## src/rtl/accion_pkg.sv

```systemverilog
// accion_pkg: shared definitions for the action scheduler.
//   - Action codes presented on accion_id (3 bits).
//   - FSM state encoding.
//   - Arbitration order, highest priority first.
//   - ganador(): picks the highest-priority pending request.
package accion_pkg;

    localparam logic [2:0] ACC_NONE     = 3'd0;
    localparam logic [2:0] ACC_MEDICINA = 3'd1;
    localparam logic [2:0] ACC_ENERGIA  = 3'd2;
    localparam logic [2:0] ACC_FOT      = 3'd3;
    localparam logic [2:0] ACC_ULT      = 3'd4;
    localparam logic [2:0] ACC_TEST     = 3'd5;

    localparam logic [1:0] ST_IDLE     = 2'd0;
    localparam logic [1:0] ST_ISSUE    = 2'd1;
    localparam logic [1:0] ST_COOLDOWN = 2'd2;

    localparam int N_SRC = 5;

    // Slot 0 (LSBs) is the highest priority; pending bit of id k is bit k-1.
    localparam logic [14:0] PRIO_ORDER = {ACC_TEST, ACC_ULT, ACC_FOT, ACC_ENERGIA, ACC_MEDICINA};

    // Walk from lowest to highest priority so the last match (highest) wins.
    function automatic logic [2:0] ganador(input logic [4:0] pend);
        logic [2:0] id;
        logic [2:0] cand;
        id = ACC_NONE;
        for (int i = N_SRC - 1; i >= 0; i--) begin
            cand = PRIO_ORDER[3*i +: 3];
            if (pend[cand - 3'd1]) begin
                id = cand;
            end
        end
        return id;
    endfunction

endpackage

```

## src/rtl/accion_scheduler_evento_latch.sv

```systemverilog
// evento_latch: release detector and pending-request bit for one source.
//   clk_i        system clock
//   reset_tmp_i  asynchronous active-low reset
//   ev_i         debounced source level
//   clr_i        clear request from an accepted handshake
//   pend_o       pending request bit
//   perdido_o    one-cycle strobe: a release was lost because the bit was
//                already pending and not being cleared this cycle
module evento_latch (
    input  logic clk_i,
    input  logic reset_tmp_i,
    input  logic ev_i,
    input  logic clr_i,
    output logic pend_o,
    output logic perdido_o
);

    logic prev_q;
    logic pend_q;
    logic pend_d;
    logic evento;

    // History resets to 0, so a source already low at reset release is silent.
    assign evento = prev_q & ~ev_i;

    // A new release beats a simultaneous clear: the request stays pending.
    always_comb begin
        pend_d = pend_q;
        if (evento) begin
            pend_d = 1'b1;
        end else if (clr_i) begin
            pend_d = 1'b0;
        end
    end

    always_ff @(posedge clk_i or negedge reset_tmp_i) begin
        if (!reset_tmp_i) begin
            prev_q <= 1'b0;
            pend_q <= 1'b0;
        end else begin
            prev_q <= ev_i;
            pend_q <= pend_d;
        end
    end

    assign pend_o    = pend_q;
    assign perdido_o = evento & pend_q & ~clr_i;

endmodule

```

## src/rtl/accion_scheduler.sv

```systemverilog
// accion_scheduler: serializes released user/sensor events into one action
// stream for the pet core, with fixed priority, an ack timeout and a
// cooldown after every issued (accepted or aborted) action.
//   clk, reset_tmp (async active-low), test_activo (short cooldown)
//   ev_medicina/ev_energia/ev_fot/ev_ult/ev_test: debounced source levels
//   accion_ready / accion_valid / accion_id: action handshake
//   pendiente: {test, ult, fot, energia, medicina} pending bits
//   ocupado: FSM busy; perdidos: saturating lost-event count
module accion_scheduler
    import accion_pkg::*;
#(
    parameter int COOLDOWN_CYC      = 25000000,
    parameter int COOLDOWN_TEST_CYC = 2500000,
    parameter int ACK_TIMEOUT       = 1023,
    parameter int CNT_W             = 25
) (
    input  logic       clk,
    input  logic       reset_tmp,
    input  logic       test_activo,
    input  logic       ev_medicina,
    input  logic       ev_energia,
    input  logic       ev_fot,
    input  logic       ev_ult,
    input  logic       ev_test,
    input  logic       accion_ready,
    output logic       accion_valid,
    output logic [2:0] accion_id,
    output logic [4:0] pendiente,
    output logic       ocupado,
    output logic [7:0] perdidos
);

    logic [4:0]       ev_vec;
    logic [4:0]       clr_vec;
    logic [4:0]       lost_vec;
    logic [1:0]       state_q, state_d;
    logic [CNT_W-1:0] cnt_q, cnt_d;
    logic [2:0]       id_q, id_d;
    logic [7:0]       perdidos_q, perdidos_d;
    logic [CNT_W-1:0] cool_load;
    logic [2:0]       n_lost;
    logic [8:0]       suma;

    assign ev_vec = {ev_test, ev_ult, ev_fot, ev_energia, ev_medicina};

    for (genvar gi = 0; gi < N_SRC; gi++) begin : g_src
        evento_latch u_latch (
            .clk_i       (clk),
            .reset_tmp_i (reset_tmp),
            .ev_i        (ev_vec[gi]),
            .clr_i       (clr_vec[gi]),
            .pend_o      (pendiente[gi]),
            .perdido_o   (lost_vec[gi])
        );
    end

    // Sampled only at the load cycle; later test_activo changes are ignored.
    assign cool_load = test_activo ? CNT_W'(COOLDOWN_TEST_CYC) : CNT_W'(COOLDOWN_CYC);

    always_comb begin
        state_d = state_q;
        cnt_d   = cnt_q;
        id_d    = id_q;
        clr_vec = '0;
        case (state_q)
            ST_IDLE: begin
                if (|pendiente) begin
                    id_d    = ganador(pendiente);
                    cnt_d   = CNT_W'(ACK_TIMEOUT);
                    state_d = ST_ISSUE;
                end else begin
                    id_d = ACC_NONE;
                end
            end
            ST_ISSUE: begin
                if (accion_ready) begin
                    clr_vec = 5'b00001 << (id_q - 3'd1);
                    cnt_d   = cool_load;
                    id_d    = ACC_NONE;
                    state_d = ST_COOLDOWN;
                end else if (cnt_q == '0) begin
                    // Abort: request stays pending and is retried later.
                    cnt_d   = cool_load;
                    id_d    = ACC_NONE;
                    state_d = ST_COOLDOWN;
                end else begin
                    cnt_d = cnt_q - CNT_W'(1);
                end
            end
            ST_COOLDOWN: begin
                if (cnt_q == '0) begin
                    state_d = ST_IDLE;
                end else begin
                    cnt_d = cnt_q - CNT_W'(1);
                end
            end
            default: begin
                state_d = ST_IDLE;
                id_d    = ACC_NONE;
            end
        endcase
    end

    // Several sources may lose an event in the same cycle.
    always_comb begin
        n_lost = '0;
        for (int i = 0; i < N_SRC; i++) begin
            n_lost = n_lost + {2'b00, lost_vec[i]};
        end
        suma       = {1'b0, perdidos_q} + {6'b0, n_lost};
        perdidos_d = suma[8] ? 8'hFF : suma[7:0];
    end

    always_ff @(posedge clk or negedge reset_tmp) begin
        if (!reset_tmp) begin
            state_q    <= ST_IDLE;
            cnt_q      <= '0;
            id_q       <= ACC_NONE;
            perdidos_q <= '0;
        end else begin
            state_q    <= state_d;
            cnt_q      <= cnt_d;
            id_q       <= id_d;
            perdidos_q <= perdidos_d;
        end
    end

    assign accion_valid = (state_q == ST_ISSUE);
    assign accion_id    = (state_q == ST_ISSUE) ? id_q : ACC_NONE;
    assign ocupado      = (state_q != ST_IDLE);
    assign perdidos     = perdidos_q;

endmodule

```

## config.mk

```make
export PLATFORM = sky130hd
export DESIGN_NAME = accion_scheduler
export DESIGN_NICKNAME = d
export VERILOG_FILES = /design/src/rtl/accion_pkg.sv /design/src/rtl/accion_scheduler_evento_latch.sv /design/src/rtl/accion_scheduler.sv
export SDC_FILE = /design/constraint.sdc
export NUM_CORES = 1
export LEC_CHECK = 0
export ABC_AREA = 1
export BUFFER_PORTS_ARGS = -buffer_cell sky130_fd_sc_hd__buf_4
export CAP_MARGIN = 5
export CORE_MARGIN = 5
export CORE_UTILIZATION = 50
export CTS_CLUSTER_SIZE = 28
export DETAILED_ROUTE_END_ITERATION = 7
export GPL_TIMING_DRIVEN = 0
export PLACE_DENSITY = 0.72
export SLEW_MARGIN = 20
export SYNTH_ARGS = -nofsm -noshare
export SYNTH_HDL_FRONTEND = slang
export SYNTH_SLANG_ARGS = --single-unit
```

## constraint.sdc

```tcl
create_clock -name clk -period 3.52 [get_ports clk]
set_input_delay 0.704 -clock clk [delete_from_list [all_inputs] [get_ports clk]]
set_output_delay 0.704 -clock clk [all_outputs]
set_load 0.05 [all_outputs]
```

---- Word-level counts from Yosys, hierarchy flattened ----
Index checks and enable logic that the tools add are counted.
word-level totals
  word-level logic and storage cells ...... 101
  bits in registers ....................... 48
cells by class
  bitwise logic cells ..................... 26
  add/subtract/negate cells ............... 7
  reduce and logical (&&, ||, !) cells .... 13
  equality and inequality tests ........... 6
  shift-type cells ........................ 1
  mux-type cells .......................... 34
operators with widths
  kind                                                                   count
  25-bit two-way mux                                                     5
  25-bit case mux with 3 select lines                                    1
  3-bit two-way mux                                                      9
  25-bit zero test                                                       1
  25-bit by 1-bit subtractor with 25-bit output (second input constant)  1
  1-bit bitwise AND                                                      15
  2-bit nonzero test                                                     6
  1-bit NOT                                                              11
  1-bit two-way mux                                                      10
  5-bit two-way mux                                                      2
  8-bit by 3-bit adder with 9-bit output                                 1
  3-bit case mux with 3 select lines                                     1
  2-bit two-way mux                                                      4
  8-bit two-way mux                                                      1
  3-bit by 1-bit adder with 3-bit output                                 2
  2-bit != test (second input constant)                                  3
  2-bit case mux with 3 select lines                                     1
  3-bit AND reduction                                                    2
  5-bit OR reduction                                                     1
  1-bit by 3-bit << shifter with 5-bit output (first input constant)     1
  2-bit by 1-bit adder with 3-bit output                                 1
  3-bit by 2-bit != test with 1-bit output (second input constant)       1
  3-bit nonzero test                                                     1
  3-bit by 1-bit subtractor with 3-bit output (second input constant)    1
  other kinds (5)                                                        5

---- Longest topological paths before layout ----
  depth after elaboration ................. 12
  gate-level depth with buffers ........... 19

---- Modules after synthesis ----
Synthesis repeated with hierarchy kept, for this count alone.
unflattened totals
  cells, all modules ...................... 473
  area, all modules ....................... 3315.7 um^2
modules (own cells, without submodules)
  module            times used  sequential area each (um^2)  area each (um^2)  cells an instance
  accion_scheduler  1           950.9                        2927.8            433
  evento_latch      5           50.0                         77.6              8

---- Least setup slack after synthesis ----
Ideal clock, no wire load.
  kind .................................... reg2reg
  start ................................... register state_q[1]
  end ..................................... register perdidos_q[7] (netlist: perdidos[7])
  buffers on the path ..................... 1
  stages on the path, launching flop included .. 18
  arrival ................................. 3.905 ns
  period minus slack after synthesis ...... 4.025 ns
  slack ................................... -0.505 ns
  path through ............................ dfrtp_1 -> inv_1 -> ha_1 -> buf_2 -> nand2_1 -> o41ai_1 -> nor2_1 -> fa_1 -> fa_1 -> ha_1 -> fa_1 -> nand2_1 -> inv_1 -> nor2_1 -> nor4_1 -> nand3b_1 -> o21ai_0 -> inv_1
on the way
  cells in the longest elaborated chain, start to end .. 10
  elaborated cells on any way between the ends .. 18
  classes of those cells .................. add/sub: 5; eq/ne: 1; mux: 2; bitwise: 10
RTL lines
  what                                                line                                 source
  start, declared                                     accion_scheduler.sv:36               logic [1:0] state_q, state_d;
  start signal, assigned                              accion_scheduler.sv:121              state_q <= state_d;
  2-bit by 1-bit equality test with 1-bit output (*)  --
  named net accion_valid                              accion_scheduler.sv:26               output logic accion_valid,
  5-bit two-way mux (*)                               accion_scheduler.sv:65               case (state_q)
  1-bit NOT                                           accion_scheduler_evento_latch.sv:47  assign perdido_o = evento & pend_q & ~clr_i;
  1-bit bitwise AND                                   accion_scheduler_evento_latch.sv:47
  1-bit by 1-bit adder with 2-bit output              accion_scheduler.sv:108              n_lost = n_lost + {2'b00, lost_vec[i]};
  2-bit by 1-bit adder with 3-bit output              accion_scheduler.sv:108
  3-bit by 1-bit adder with 3-bit output              accion_scheduler.sv:108
  3-bit by 1-bit adder with 3-bit output (*)          accion_scheduler.sv:108
  8-bit by 3-bit adder with 9-bit output (*)          accion_scheduler.sv:110              suma = {1'b0, perdidos_q} + {6'b0, n_lost};
  8-bit two-way mux (*)                               accion_scheduler.sv:111              perdidos_d = suma[8] ? 8'hFF : suma[7:0];
  named net perdidos_d[7]                             accion_scheduler.sv:39               logic [7:0] perdidos_q, perdidos_d;
  end signal, assigned                                accion_scheduler.sv:124              perdidos_q <= perdidos_d;
  end, declared                                       accion_scheduler.sv:39
Mark *: on every way through the listed nets, which the timed path passes. The rest lies on a longest branch.
A chain may end at the register's enable or synchronous reset.

---- Worst setup path in the final report ----
  start ................................... register state_q[1]
  end ..................................... register perdidos_q[6] (netlist: perdidos[6])
on the way
  cells in the longest elaborated chain, start to end .. 10
  elaborated cells on any way between the ends .. 18
  classes of those cells .................. add/sub: 5; eq/ne: 1; mux: 2; bitwise: 10
RTL lines
  what                                                line
  2-bit by 1-bit equality test with 1-bit output (*)  accion_scheduler.sv:65
  5-bit two-way mux (*)                               accion_scheduler.sv:65
  1-bit NOT                                           accion_scheduler_evento_latch.sv:47
  1-bit bitwise AND                                   accion_scheduler_evento_latch.sv:47
  1-bit by 1-bit adder with 2-bit output              accion_scheduler.sv:108
  2-bit by 1-bit adder with 3-bit output              accion_scheduler.sv:108
  3-bit by 1-bit adder with 3-bit output              accion_scheduler.sv:108
  3-bit by 1-bit adder with 3-bit output (*)          accion_scheduler.sv:108
  8-bit by 3-bit adder with 9-bit output (*)          accion_scheduler.sv:110
  8-bit two-way mux (*)                               accion_scheduler.sv:111
  named net perdidos_d[6]                             accion_scheduler.sv:39
Marked as above.

==> impl_metrics.ini <==
[outcome]
status = finished with violations
violations = setup timing

[final_layout]
fin_util_pct = 60.3
n_antenna_cell = 0
fill_cells = 594
final_nets = 511
syn_to_final_growth_pct = 18.4
drive_gt1_share_pct = 20.4

[placed_design]
numPortBuffers = 26
place_congestion = 0.934
dp_hpwl_um = 5480

[synthesis]
async_flop_share_pct = 100
syn_nets = 469
synthDistinctLibCells = 37
synth-seq-cells = 48
synthCells = 448
syn-cell-area_um2 = 3210
synth_edf_count = 0
yosysWarningCount = 0
avgSynthCellArea_um2 = 7.17
synth_flop_cell = dfrtp_1
yosysSeqAreaShare_pct = 37.4

[grt]
grt_pass1_wl_um = 13000
grt_pass1_vias = 2833
grt_start_max_net_pins = 49
gr-usage-all-layers_pct = 19.0
grt_overflow_total = 0
antenna_found_initial = 0

[sta]
finalSetupViolations = 8
fin_crit_ns = 3.56
hold_violations = 0
fin_tns_setup_ns = -0.234
tightest_slew_ns = 0.641
slew_violations = 0
skew_ns = 0.00387
fin_crit_sh_pct = 101
rsz0062_at_grt = true
hold_ws_ns = 0.420
max_freq_ghz = 0.281
slew_headroom_pct = 57.2
fin_ws_ns = -0.0440

[critical_path]
setup.worst_path.start = state_q[1]
critPathRequiredTime_ns = 3.76
cp-start-kind = register
critPathArrivalTime_ns = 3.80
r2r_cells = 17
reg2reg_from = state_q[1]
regToRegSetupSlack_ns = -0.04
crit_path_end = perdidos[6]
crit_fanout = 7
worstSetupEndpointType = register
path_class = reg2reg
reg2reg_to = perdidos[6]

[route]
vias = 2967
first_pass_iters = 4
wirelength_um = 7680
met3RoutedLength_um = 309
routed.top_layer = met4
drt.antenna.violating_nets = 0
wl_per_cell_um = 13.5
avgViaCountPerCell = 5.22
wl_met1_um = 3530
drcViolationCount = 0
met2_length_um = 3780
drt_iter0_markers = 180

[floorplanning]
row_count = 29
core-area_um2 = 6310
die_w_um = 90.2
die_h_um = 90.2
start_util_pct = 50.9
io_pins = 27
dieArea_um2 = 8130

[clocking]
path_clk_slew_ns = 0.09
hold_buffers = 0
insertion_delay_ns = 0.30
cts_buffers = 5
clk_path_buf_depth = 2
htreeDepth = 2
root_buffer = clkbuf_8
cts_tree = done
clock-sinks = 48

[pwr]
p_int_uw = 1530
peakVddDrop_mv = 0.599
power_density_nw_per_um2 = 817
power_switching_uw = 1580
swShare_pct = 50.7
leakage_uw = 0.00206
power_frac_seq_pct = 28.9
power.total_uw = 3110
p_clk_share_pct = 11.3
comb_power_share_pct = 59.7

[job]
max_cap_viol_count = 0

[hold_path]
hp-class = in2async
-- per-stage QoR --
step / worst slack, ns / instances / instance area (µm²)
floorplan: 0.0351 / 448 / 3270
global placement: -0.339 / 551 / 3560
detailed placement: -0.389 / 551 / 3560
CTS: 0.00819 / 562 / 3690
global route: -0.229 / 568 / 3800
finish: -0.0440 / 568 / 3800
-- critical path, cell delays in order, from the launching register on --
cell and delay (ns):
dfrtp_1 0.41, inv_2 0.09, ha_4 0.18, nand2_4 0.07, nor3_4 0.19, nand2_1 0.10
nand2_2 0.11, nor2_4 0.05, fa_1 0.51, fa_1 0.54, ha_2 0.20, fa_2 0.22
nand2_2 0.05, inv_2 0.08, nor2_4 0.05, nor4_4 0.37, nand2_4 0.15, o21ai_1 0.10
-- how the worst min path moves through the flow --
stage / start / end / slack (ns) / depth (start not counted)
floorplan: reset_tmp / cnt_q[0] / 0.41 / 0
global placement: g_src[4].u_latch.prev_q / g_src[4].u_latch.pend_o / 0.45 / 2
detailed placement: g_src[0].u_latch.prev_q / g_src[0].u_latch.pend_o / 0.46 / 2
CTS: reset_tmp / cnt_q[0] / 0.44 / 1
global route: reset_tmp / cnt_q[0] / 0.46 / 1
finish: reset_tmp / cnt_q[0] / 0.42 / 1
-- per-layer routing --
| metal | global-route usage (%) | up-vias |
|---|---|---|
| li1 | - | 1479 |
| met1 | 24.5 | 1425 |
| met2 | 32.4 | 57 |
| met3 | 3.59 | 6 |
| met4 | 5.58 | 0 |
| met5 | 0 | - |
-- synth_stat cells (2+ instances only) --
| master | instances | area [µm²] |
|---|---|---|
| a21boi_1 | 3 | 22.5 |
| a21oi_1 | 3 | 15.0 |
| a31oi_1 | 2 | 12.5 |
| buf_2 | 3 | 15.0 |
| buf_4 | 6 | 45.0 |
| dfrtp_1 | 48 | 1200 |
| fa_1 | 3 | 60.1 |
| ha_1 | 9 | 113 |
| inv_1 | 54 | 203 |
| inv_2 | 2 | 7.51 |
| inv_4 | 2 | 12.5 |
| nand2_1 | 155 | 582 |
| nand2_2 | 3 | 18.8 |
| nand3_1 | 26 | 130 |
| nand3_2 | 2 | 20.0 |
| nand3b_1 | 3 | 22.5 |
| nand4_1 | 3 | 18.8 |
| nor2_1 | 49 | 184 |
| nor2_2 | 3 | 18.8 |
| nor2_4 | 5 | 56.3 |
| nor3_1 | 3 | 15.0 |
| o21ai_0 | 28 | 140 |
| o41ai_1 | 3 | 26.3 |
| or2_2 | 2 | 12.5 |
| xnor2_1 | 2 | 17.5 |
| xor2_1 | 15 | 131 |
-- area by class of cell --
type	count	area [µm²]	area share (%)
buffer	10	80.1	2.10
multi-input combinational	331	1840	48.3
clock inverter	1	7.51	0.197
clock buffer	7	86.3	2.27
sequential	48	1200	31.6
timing repair buffer	36	270	7.10
inverter	58	223	5.85
tap	77	96.3	2.53
-- flip-flops by register name (all words and copies together), names as in the netlist --
| register | flops |
|---|---|
| id_q | 3 |
| g_src.u_latch.prev_q | 5 |
| state_q | 2 |
| cnt_q | 25 |
| perdidos | 8 |
| g_src.u_latch.pend_o | 5 |
-- cells in the final DEF (no fill, tap or decap), drive strengths merged --
cell type | Yosys | routed
o21a | 1 | 1
fa | 3 | 3
clkbuf | 1 | 8
nor4 | 1 | 1
o41ai | 3 | 3
clkinvlp | 0 | 1
nor2 | 57 | 57
dfrtp | 48 | 48
ha | 9 | 9
a21o | 1 | 1
xor2 | 15 | 15
xnor2 | 2 | 2
nand2 | 160 | 160
o21bai | 1 | 1
nand3 | 29 | 29
a21oi | 3 | 3
buf | 10 | 45
nand4 | 4 | 4
o31ai | 1 | 1
a21boi | 3 | 3
nor3 | 3 | 3
or2 | 2 | 2
o21ai | 28 | 28
a31oi | 2 | 2
nand3b | 3 | 3
inv | 58 | 58
-- power by group through the flow --
stage / Clock, µW / Combinational [µW] / Sequential [µW]
after global placement: 0 / 1670 / 907
final: 353 / 1860 / 900
after global routing: 384 / 2070 / 927
after floorplan: 0 / 1200 / 1010
after detailed placement: 0 / 1710 / 915
after CTS: 366 / 1760 / 898
-- repair_timing --
action | in CTS | in global routing
endpoints found under the hold margin | 0 | 0
buffers inserted | 3 | 7
cloned | 0 | 0
resized for setup | 8 | 19
pin swaps | 2 | 14
setup endpoints to repair | 8 | 8
-- cells by family after synthesis --
family                   Yosys count  synth area share (%)
AO/OA/AOI/OAI                     43                  7.67
XOR/XNOR                          17                  4.63
adder cells (fa/ha/maj)           12                  5.37
buffers and inverters             69                  9.27
flip-flops                        48                  37.4
AND/OR/NAND/NOR                  259                  35.7
No activity file was read; power rests on OpenSTA's default activity.
